## src/rtl/neuron_fp_pkg.sv

```systemverilog
// Shared definitions for the 12-bit activation float format and the
// channel tags used on the neuron output path.
package neuron_fp_pkg;

    localparam int FP_EXP_W = 5;
    localparam int FP_MAN_W = 6;
    localparam int FP_BIAS  = 15;

    typedef struct packed {
        logic                sign;
        logic [FP_EXP_W-1:0] exponent;
        logic [FP_MAN_W-1:0] mantissa;
    } fp12_t;

    typedef enum logic [1:0] {
        CH_TANH    = 2'd0,
        CH_SIGMOID = 2'd1,
        CH_RELU    = 2'd2
    } channel_e;

endpackage

```

## src/rtl/neuron_output_decoder_if.sv

```systemverilog
// Beat-in / fixed-point-out handshake bundle of the neuron output decoder.
// "slave" is the decoder side; "master" is the upstream source plus downstream sink.
interface neuron_output_decoder_if #(
    parameter int OUT_W = 16
);
    import neuron_fp_pkg::*;

    logic                InValid;
    logic                InReady;
    logic                SignIn0;
    logic                SignIn1;
    logic                SignIn2;
    logic [FP_EXP_W-1:0] ExponentIn0;
    logic [FP_EXP_W-1:0] ExponentIn1;
    logic [FP_EXP_W-1:0] ExponentIn2;
    logic [FP_MAN_W-1:0] MantissaIn0;
    logic [FP_MAN_W-1:0] MantissaIn1;
    logic [FP_MAN_W-1:0] MantissaIn2;

    logic                OutValid;
    logic                OutReady;
    logic [OUT_W-1:0]    OutData;
    logic [1:0]          OutChannel;
    logic                OutSat;

    modport slave (
        input  InValid, SignIn0, SignIn1, SignIn2,
               ExponentIn0, ExponentIn1, ExponentIn2,
               MantissaIn0, MantissaIn1, MantissaIn2, OutReady,
        output InReady, OutValid, OutData, OutChannel, OutSat
    );

    modport master (
        output InValid, SignIn0, SignIn1, SignIn2,
               ExponentIn0, ExponentIn1, ExponentIn2,
               MantissaIn0, MantissaIn1, MantissaIn2, OutReady,
        input  InReady, OutValid, OutData, OutChannel, OutSat
    );

endinterface

```

## src/rtl/fp12_to_fixed.sv

```systemverilog
// Combinational 12-bit float to signed fixed-point converter with saturation.
// Right shifts truncate the magnitude, so negative results round toward zero.
module fp12_to_fixed
    import neuron_fp_pkg::*;
#(
    parameter int OUT_W     = 16,
    parameter int FRAC_BITS = 8
) (
    input  fp12_t            fpIn,
    output logic [OUT_W-1:0] value,
    output logic             sat
);

    localparam int MAG_W   = FP_MAN_W + 1;
    localparam int MAX_EXP = (1 << FP_EXP_W) - 1;
    localparam int RSH     = FP_BIAS + FP_MAN_W;
    // Wide enough for the largest left shift, so nothing is lost before the limit compare.
    localparam int WIDE_W  = MAG_W + MAX_EXP + FRAC_BITS;
    localparam int SH_W    = $clog2(MAX_EXP + FRAC_BITS + 1);

    localparam logic [WIDE_W-1:0] NEG_LIMIT = WIDE_W'(1) << (OUT_W - 1);
    localparam logic [WIDE_W-1:0] POS_LIMIT = NEG_LIMIT - WIDE_W'(1);

    logic [SH_W-1:0]   shiftAmt;
    logic [WIDE_W-1:0] scaled;

    always_comb begin
        // NOTE: every output gets a default first so no path can infer a latch.
        value    = '0;
        sat      = 1'b0;
        shiftAmt = SH_W'(fpIn.exponent) + SH_W'(FRAC_BITS);
        scaled   = (WIDE_W'({1'b1, fpIn.mantissa}) << shiftAmt) >> RSH;

        if (fpIn.exponent != '0) begin
            if (!fpIn.sign) begin
                if (scaled > POS_LIMIT) begin
                    value = POS_LIMIT[OUT_W-1:0];
                    sat   = 1'b1;
                end else begin
                    value = scaled[OUT_W-1:0];
                end
            end else begin
                if (scaled > NEG_LIMIT) begin
                    value = NEG_LIMIT[OUT_W-1:0];
                    sat   = 1'b1;
                end else begin
                    value = -scaled[OUT_W-1:0];
                end
            end
        end
    end

endmodule

```

## src/rtl/neuron_output_decoder.sv

```systemverilog
// Latches one three-channel activation beat, converts the channels in order
// through a single converter, and queues the results in a fall-through FIFO.
module neuron_output_decoder
    import neuron_fp_pkg::*;
#(
    parameter int OUT_W      = 16,
    parameter int FRAC_BITS  = 8,
    parameter int FIFO_DEPTH = 4
) (
    input  logic                    Clock,
    input  logic                    Resetn,
    neuron_output_decoder_if.slave  bus
);

    localparam int PTR_W = $clog2(FIFO_DEPTH);

    typedef enum logic [1:0] {IDLE, CH0, CH1, CH2} state_e;

    typedef struct packed {
        logic [OUT_W-1:0] data;
        logic [1:0]       channel;
        logic             sat;
    } entry_t;

    state_e           state, stateNext;
    fp12_t [2:0]      latched;
    entry_t           fifoMem [FIFO_DEPTH];
    logic [PTR_W-1:0] wrPtr, rdPtr;
    logic [PTR_W:0]   count;

    fp12_t            convIn;
    logic [OUT_W-1:0] convValue;
    logic             convSat;
    logic [1:0]       curChannel;
    logic             accept, push, pop, pushAllowed;

    fp12_to_fixed #(
        .OUT_W     (OUT_W),
        .FRAC_BITS (FRAC_BITS)
    ) u_conv (
        .fpIn  (convIn),
        .value (convValue),
        .sat   (convSat)
    );

    assign bus.OutValid = (count != '0);
    assign pop          = bus.OutValid && bus.OutReady;
    // A full FIFO still takes a push when the head leaves in the same cycle.
    assign pushAllowed  = (count != (PTR_W+1)'(FIFO_DEPTH)) || pop;

    always_comb begin
        stateNext   = state;
        bus.InReady = 1'b0;
        accept      = 1'b0;
        push        = 1'b0;
        convIn      = latched[0];
        curChannel  = CH_TANH;

        unique case (state)
            IDLE: begin
                bus.InReady = 1'b1;
                if (bus.InValid) begin
                    accept    = 1'b1;
                    stateNext = CH0;
                end
            end
            CH0: begin
                push = pushAllowed;
                if (pushAllowed) stateNext = CH1;
            end
            CH1: begin
                convIn     = latched[1];
                curChannel = CH_SIGMOID;
                push       = pushAllowed;
                if (pushAllowed) stateNext = CH2;
            end
            CH2: begin
                convIn     = latched[2];
                curChannel = CH_RELU;
                push       = pushAllowed;
                if (pushAllowed) stateNext = IDLE;
            end
            default: stateNext = IDLE;
        endcase
    end

    // NOTE: sequential state uses non-blocking assignments so every register samples pre-edge values.
    always_ff @(posedge Clock) begin
        if (!Resetn) begin
            state   <= IDLE;
            latched <= '0;
            wrPtr   <= '0;
            rdPtr   <= '0;
            count   <= '0;
        end else begin
            state <= stateNext;
            if (accept) begin
                latched[0] <= '{sign: bus.SignIn0, exponent: bus.ExponentIn0, mantissa: bus.MantissaIn0};
                latched[1] <= '{sign: bus.SignIn1, exponent: bus.ExponentIn1, mantissa: bus.MantissaIn1};
                latched[2] <= '{sign: bus.SignIn2, exponent: bus.ExponentIn2, mantissa: bus.MantissaIn2};
            end
            if (push) wrPtr <= wrPtr + 1'b1;
            if (pop)  rdPtr <= rdPtr + 1'b1;
            unique case ({push, pop})
                2'b10:   count <= count + 1'b1;
                2'b01:   count <= count - 1'b1;
                default: count <= count;
            endcase
        end
    end

    // NOTE: storage is not reset; count and pointers decide which entries are visible.
    always_ff @(posedge Clock) begin
        if (push) fifoMem[wrPtr] <= '{data: convValue, channel: curChannel, sat: convSat};
    end

    assign bus.OutData    = bus.OutValid ? fifoMem[rdPtr].data    : '0;
    assign bus.OutChannel = bus.OutValid ? fifoMem[rdPtr].channel : 2'd0;
    assign bus.OutSat     = bus.OutValid ? fifoMem[rdPtr].sat     : 1'b0;

endmodule
```

## src/flat_wrapper.sv

```systemverilog
// flat-port wrapper written by rule: the top's interface ports become plain ports
module neuron_output_decoder_flat import neuron_fp_pkg::*;
#(
    parameter int OUT_W      = 16,
    parameter int FRAC_BITS  = 8,
    parameter int FIFO_DEPTH = 4
)
  (Clock, Resetn, bus_InValid, bus_SignIn0, bus_SignIn1, bus_SignIn2, bus_ExponentIn0, bus_ExponentIn1, bus_ExponentIn2, bus_MantissaIn0, bus_MantissaIn1, bus_MantissaIn2, bus_OutReady, bus_InReady, bus_OutValid, bus_OutData, bus_OutChannel, bus_OutSat);
  neuron_output_decoder_if #(.OUT_W(OUT_W)) bus_i ();
  input  logic Clock;
  input  logic Resetn;
  input wire logic [$bits(bus_i.InValid)-1:0] bus_InValid;
  input wire logic [$bits(bus_i.SignIn0)-1:0] bus_SignIn0;
  input wire logic [$bits(bus_i.SignIn1)-1:0] bus_SignIn1;
  input wire logic [$bits(bus_i.SignIn2)-1:0] bus_SignIn2;
  input wire logic [$bits(bus_i.ExponentIn0)-1:0] bus_ExponentIn0;
  input wire logic [$bits(bus_i.ExponentIn1)-1:0] bus_ExponentIn1;
  input wire logic [$bits(bus_i.ExponentIn2)-1:0] bus_ExponentIn2;
  input wire logic [$bits(bus_i.MantissaIn0)-1:0] bus_MantissaIn0;
  input wire logic [$bits(bus_i.MantissaIn1)-1:0] bus_MantissaIn1;
  input wire logic [$bits(bus_i.MantissaIn2)-1:0] bus_MantissaIn2;
  input wire logic [$bits(bus_i.OutReady)-1:0] bus_OutReady;
  output wire logic [$bits(bus_i.InReady)-1:0] bus_InReady;
  output wire logic [$bits(bus_i.OutValid)-1:0] bus_OutValid;
  output wire logic [$bits(bus_i.OutData)-1:0] bus_OutData;
  output wire logic [$bits(bus_i.OutChannel)-1:0] bus_OutChannel;
  output wire logic [$bits(bus_i.OutSat)-1:0] bus_OutSat;
  assign bus_i.InValid = bus_InValid;
  assign bus_i.SignIn0 = bus_SignIn0;
  assign bus_i.SignIn1 = bus_SignIn1;
  assign bus_i.SignIn2 = bus_SignIn2;
  assign bus_i.ExponentIn0 = bus_ExponentIn0;
  assign bus_i.ExponentIn1 = bus_ExponentIn1;
  assign bus_i.ExponentIn2 = bus_ExponentIn2;
  assign bus_i.MantissaIn0 = bus_MantissaIn0;
  assign bus_i.MantissaIn1 = bus_MantissaIn1;
  assign bus_i.MantissaIn2 = bus_MantissaIn2;
  assign bus_i.OutReady = bus_OutReady;
  assign bus_InReady = bus_i.InReady;
  assign bus_OutValid = bus_i.OutValid;
  assign bus_OutData = bus_i.OutData;
  assign bus_OutChannel = bus_i.OutChannel;
  assign bus_OutSat = bus_i.OutSat;
  neuron_output_decoder #(.OUT_W(OUT_W), .FRAC_BITS(FRAC_BITS), .FIFO_DEPTH(FIFO_DEPTH)) u_core (.Clock(Clock), .Resetn(Resetn), .bus(bus_i));
endmodule
```

## config.mk

```make
export PLATFORM = sky130hd
export DESIGN_NAME = neuron_output_decoder_flat
export DESIGN_NICKNAME = d
export VERILOG_FILES = /design/src/rtl/neuron_fp_pkg.sv /design/src/rtl/neuron_output_decoder_if.sv /design/src/rtl/fp12_to_fixed.sv /design/src/rtl/neuron_output_decoder.sv /design/src/flat_wrapper.sv
export SDC_FILE = /design/constraint.sdc
export NUM_CORES = 1
export LEC_CHECK = 0
export CORE_MARGIN = 4
export CORE_UTILIZATION = 60
export CTS_BUF_LIST = sky130_fd_sc_hd__clkbuf_2 sky130_fd_sc_hd__clkbuf_4 sky130_fd_sc_hd__clkbuf_8
export CTS_CLUSTER_DIAMETER = 200
export DETAILED_ROUTE_END_ITERATION = 8
export PLACE_DENSITY = 0.83
export SLEW_MARGIN = 40
export SYNTH_ARGS = -nofsm -noshare
export SYNTH_HDL_FRONTEND = slang
export SYNTH_SLANG_ARGS = --single-unit
export TNS_END_PERCENT = 100
```

## constraint.sdc

```tcl
create_clock -name Clock -period 5.5 [get_ports Clock]
set_clock_uncertainty 0.2 [all_clocks]
set_input_delay 1.65 -clock Clock [delete_from_list [all_inputs] [get_ports Clock]]
set_output_delay 1.65 -clock Clock [all_outputs]
set_load 0.01 [all_outputs]
```

==> flow_summary.ini <==
[worst_hold_path]
worstHoldPathCells = 2
whs_endpoint = u_core.latched[10]
worstHoldStart = u_core.latched[10]
hold_path_class = flip-flop to flip-flop

[placed_design]
hpwl_um = 11800
place.port_buffers = 60
preCtsSetupSlack_ps = 445
gpl.final_weighted_congestion = 1.03

[timing]
final_critical_path_setup_slack_ps = 393
slew_violations = 0
setup_viol_count_final = 0
totalNegativeSetupSlack_ps = 0
fmax_mhz = 196
max_slew_headroom_pct = 47.8
post-route-min-period_ps = 5110
period_share_pct = 92.9
grt_setup_unrepaired = false
finalHoldViolations = 0
worst_pin_slew_ps = 782

[worst_setup_path]
worst_path_slowest_cell = nor4_4
worst_path_top_cell_family_by_delay = simple AND/OR/NAND/NOR gates
timing.rr.start = u_core.state[0]
startpoint = u_core.state[0]
endpoint_of_the_lowest_slack_register_to_register_path = u_core.fifoMem[2][12]
worst_setup_path_end_kind = flip-flop
critical_path_arrival_ps = 5130
crit_fanout = 15
r2r_cells = 18
worst_ep_required_time_ps = 5520
criticalPathCategory = flip-flop to flip-flop
critical_path.n_buffers_inverters = 4
timing.reg2reg.setup_slack_ps = 390
cp-start-kind = flip-flop
timing.critical_path.slowest_cell_delay_ps = 440
cpMostUsedCell = ha_1
worstPathCellList = inv_1, ha_1, buf_4, or2_1, o21ai_2, clkinv_1, ha_1, nand2b_1, nor2_1, o31ai_1, and2_1, ha_1, o21ai_1, nor4_4, nand4_2, a211o_1, buf_4, a221oi_2

[synth]
synth_cell_types = 69
synth_cells = 631
yosys_warnings = 0
ys.flop_type = edfxtp_1
yosys_register_bits = 123
postSynthNetCount = 687
ys_async_sr_fraction_pct = 0
synth-edff-count = 76
post-synth-top-area-fraction_pct = 34.7
synth_largest_area_cell = edfxtp_1
mappedNetlistArea_um2 = 6580
post_synth_main_area_contributors = edfxtp_1 (35%), dfxtp_1 (14%), mux4_2 (6.5%), nand2_1 (6.1%), a21oi_1 (4.0%)
postSynthAreaPerCell_um2 = 10.4
yosysSeqAreaShare_pct = 49.0

[cts]
clock_tree.htree_level_count = 4
cts_made_buffers = 17
worst_setup_hold_path_clk_slew_ps = 80
clock_tree.root_cell = clkbuf_8
clock_path_buffers = 2
cts_post_setup_buffers_inserted = 0
tritoncts = yes
clk-insertion-delay-late_ps = 460
clock-sinks = 123

[grt]
antenna_found_initial = 0
grt_first_pass_wirelength_um = 27400
overflow = 0
grt_pass1_vias = 5286
groute.usage.overall_pct = 27.3
pin_count_of_the_biggest_net_entering_global_routing = 47

[detailed_routing]
dr.pass1.iters = 5
num_vias = 5310
initial_drt_markers = 449
avgRoutedWirePerCell_um = 19.9
final_antenna_net_count = 0
drc_errors = 0
via_per_inst = 6.34
totalWireLength_um = 16700

[cells_and_area]
num-nets-final = 745
area.growth.synth_to_final_pct = 17.7
antenna_cells_inserted = 0
drive_above_1_share_pct = 14.7

[floorplanning]
floorplan.initialDensity_pct = 62.6
dieArea_um2 = 12700
die_y_um = 113
die-width_um = 113
rows = 37
fp.coreArea_um2 = 10500
io-pin-count = 61

[status]
status = finished clean

[job]
cap_violations = 0
==> state kept, by name, summed over array words and instances, names as in the netlist, named ones only <==
name,count
u_core.state,2
u_core.rdPtr,2
u_core.count,3
u_core.fifoMem,76
u_core.latched,36
u_core.wrPtr,2
==> tightest hold or removal path: stages (launching register included) <==
cell and delay (ps):
dfxtp_1 310, nand2_1 50, a21oi_1 50
==> cell usage after synthesis (7+ instances only) <==
master,n
a211oi_1,9
nand2_1,107
dfxtp_1,47
o211ai_1,8
nand3_1,9
clkbuf_1,20
a31oi_1,7
xnor2_1,10
nand4_1,8
a21oi_1,52
a221oi_2,7
ha_1,15
or3_1,11
buf_2,7
o21ai_1,9
inv_1,19
edfxtp_1,76
mux4_2,19
and2_1,28
nor2_1,37
o21ai_0,21
nor2b_1,11
nor3_1,8
==> what timing repair did <==
action | CTS | global route
hold buffers | 0 | 0
endpoints found under the setup margin | 0 | 16
resized for setup | 0 | 1
==> stage by stage <==
stage	cell area [um2]	std cells	utilization, %	hold slack [ps]
2_1_floorplan	6580	631	-	232
3_3_place_gp	7290	806	69.4	244
3_5_place_dp	7300	806	69.5	248
4_1_cts	7730	838	73.6	259
5_1_grt	7740	838	73.6	275
6_report	7740	838	73.6	262
==> cells in the final DEF (no fill, tap or decap), types with 7 or more instances in the layout <==
master	netlist	routed
a211oi_1	9	9
a21oi_1	52	52
a221oi_2	7	7
a31oi_1	7	7
and2_1	28	23
buf_4	3	13
clkbuf_8	0	17
clkdlybuf4s50_1	0	60
dfxtp_1	47	46
edfxtp_1	76	76
ha_1	15	15
inv_1	19	19
inv_6	0	7
mux4_2	19	19
nand2_1	107	106
nand3_1	9	9
nand4_1	8	8
nor2_1	37	37
nor2b_1	11	11
nor3_1	8	8
o211ai_1	8	8
o21ai_0	21	20
o21ai_1	9	10
or3_1	11	11
xnor2_1	10	10
==> worst max path at each step <==
| stage | endpoint | slack (ps) | depth (start not counted) |
|---|---|---|---|
| after floorplan | u_core.fifoMem[0][11] | 930 | 20 |
| after global placement | u_core.fifoMem[0][9] | 750 | 16 |
| after detailed placement | u_core.fifoMem[0][16] | 440 | 17 |
| after CTS | u_core.fifoMem[3][16] | 390 | 17 |
| after global routing | u_core.fifoMem[3][16] | 10 | 17 |
| final | u_core.fifoMem[2][12] | 390 | 18 |
==> layout make-up <==
type	instances	area [um2]
Fill cell	726	2770
Inverter	21	78.8
Sequential cell	123	3220
Timing Repair Buffer	73	698
Tap cell	136	170
Clock inverter	15	199
Clock buffer	17	234
Multi-Input combinational cell	453	3130
==> logic make-up (layout without fill, tap and decap cells) <==
logic type | Yosys count | in the layout | share of synthesized area [%]
compound gates | 155 | 155 | 16.8
xor+xnor | 15 | 15 | 2.00
fa+ha+maj | 16 | 16 | 3.16
buf+inv | 55 | 126 | 3.56
flops | 123 | 123 | 49.0
mux | 25 | 25 | 7.42
simple gates | 242 | 242 | 18.1
==> per-layer routing <==
metal | part of all wire (%) | vias up | global-route usage (%)
met5 | 0 | - | 0
met3 | 7.3 | 61 | 5.29
met4 | 3.4 | 0 | 11.9
met1 | 39 | 2529 | 33.8
met2 | 50 | 281 | 46.5
li1 | - | 2439 | -
Power is not shown: default switching activity piles up to over one toggle a cycle in this logic, so the estimate is an artifact.
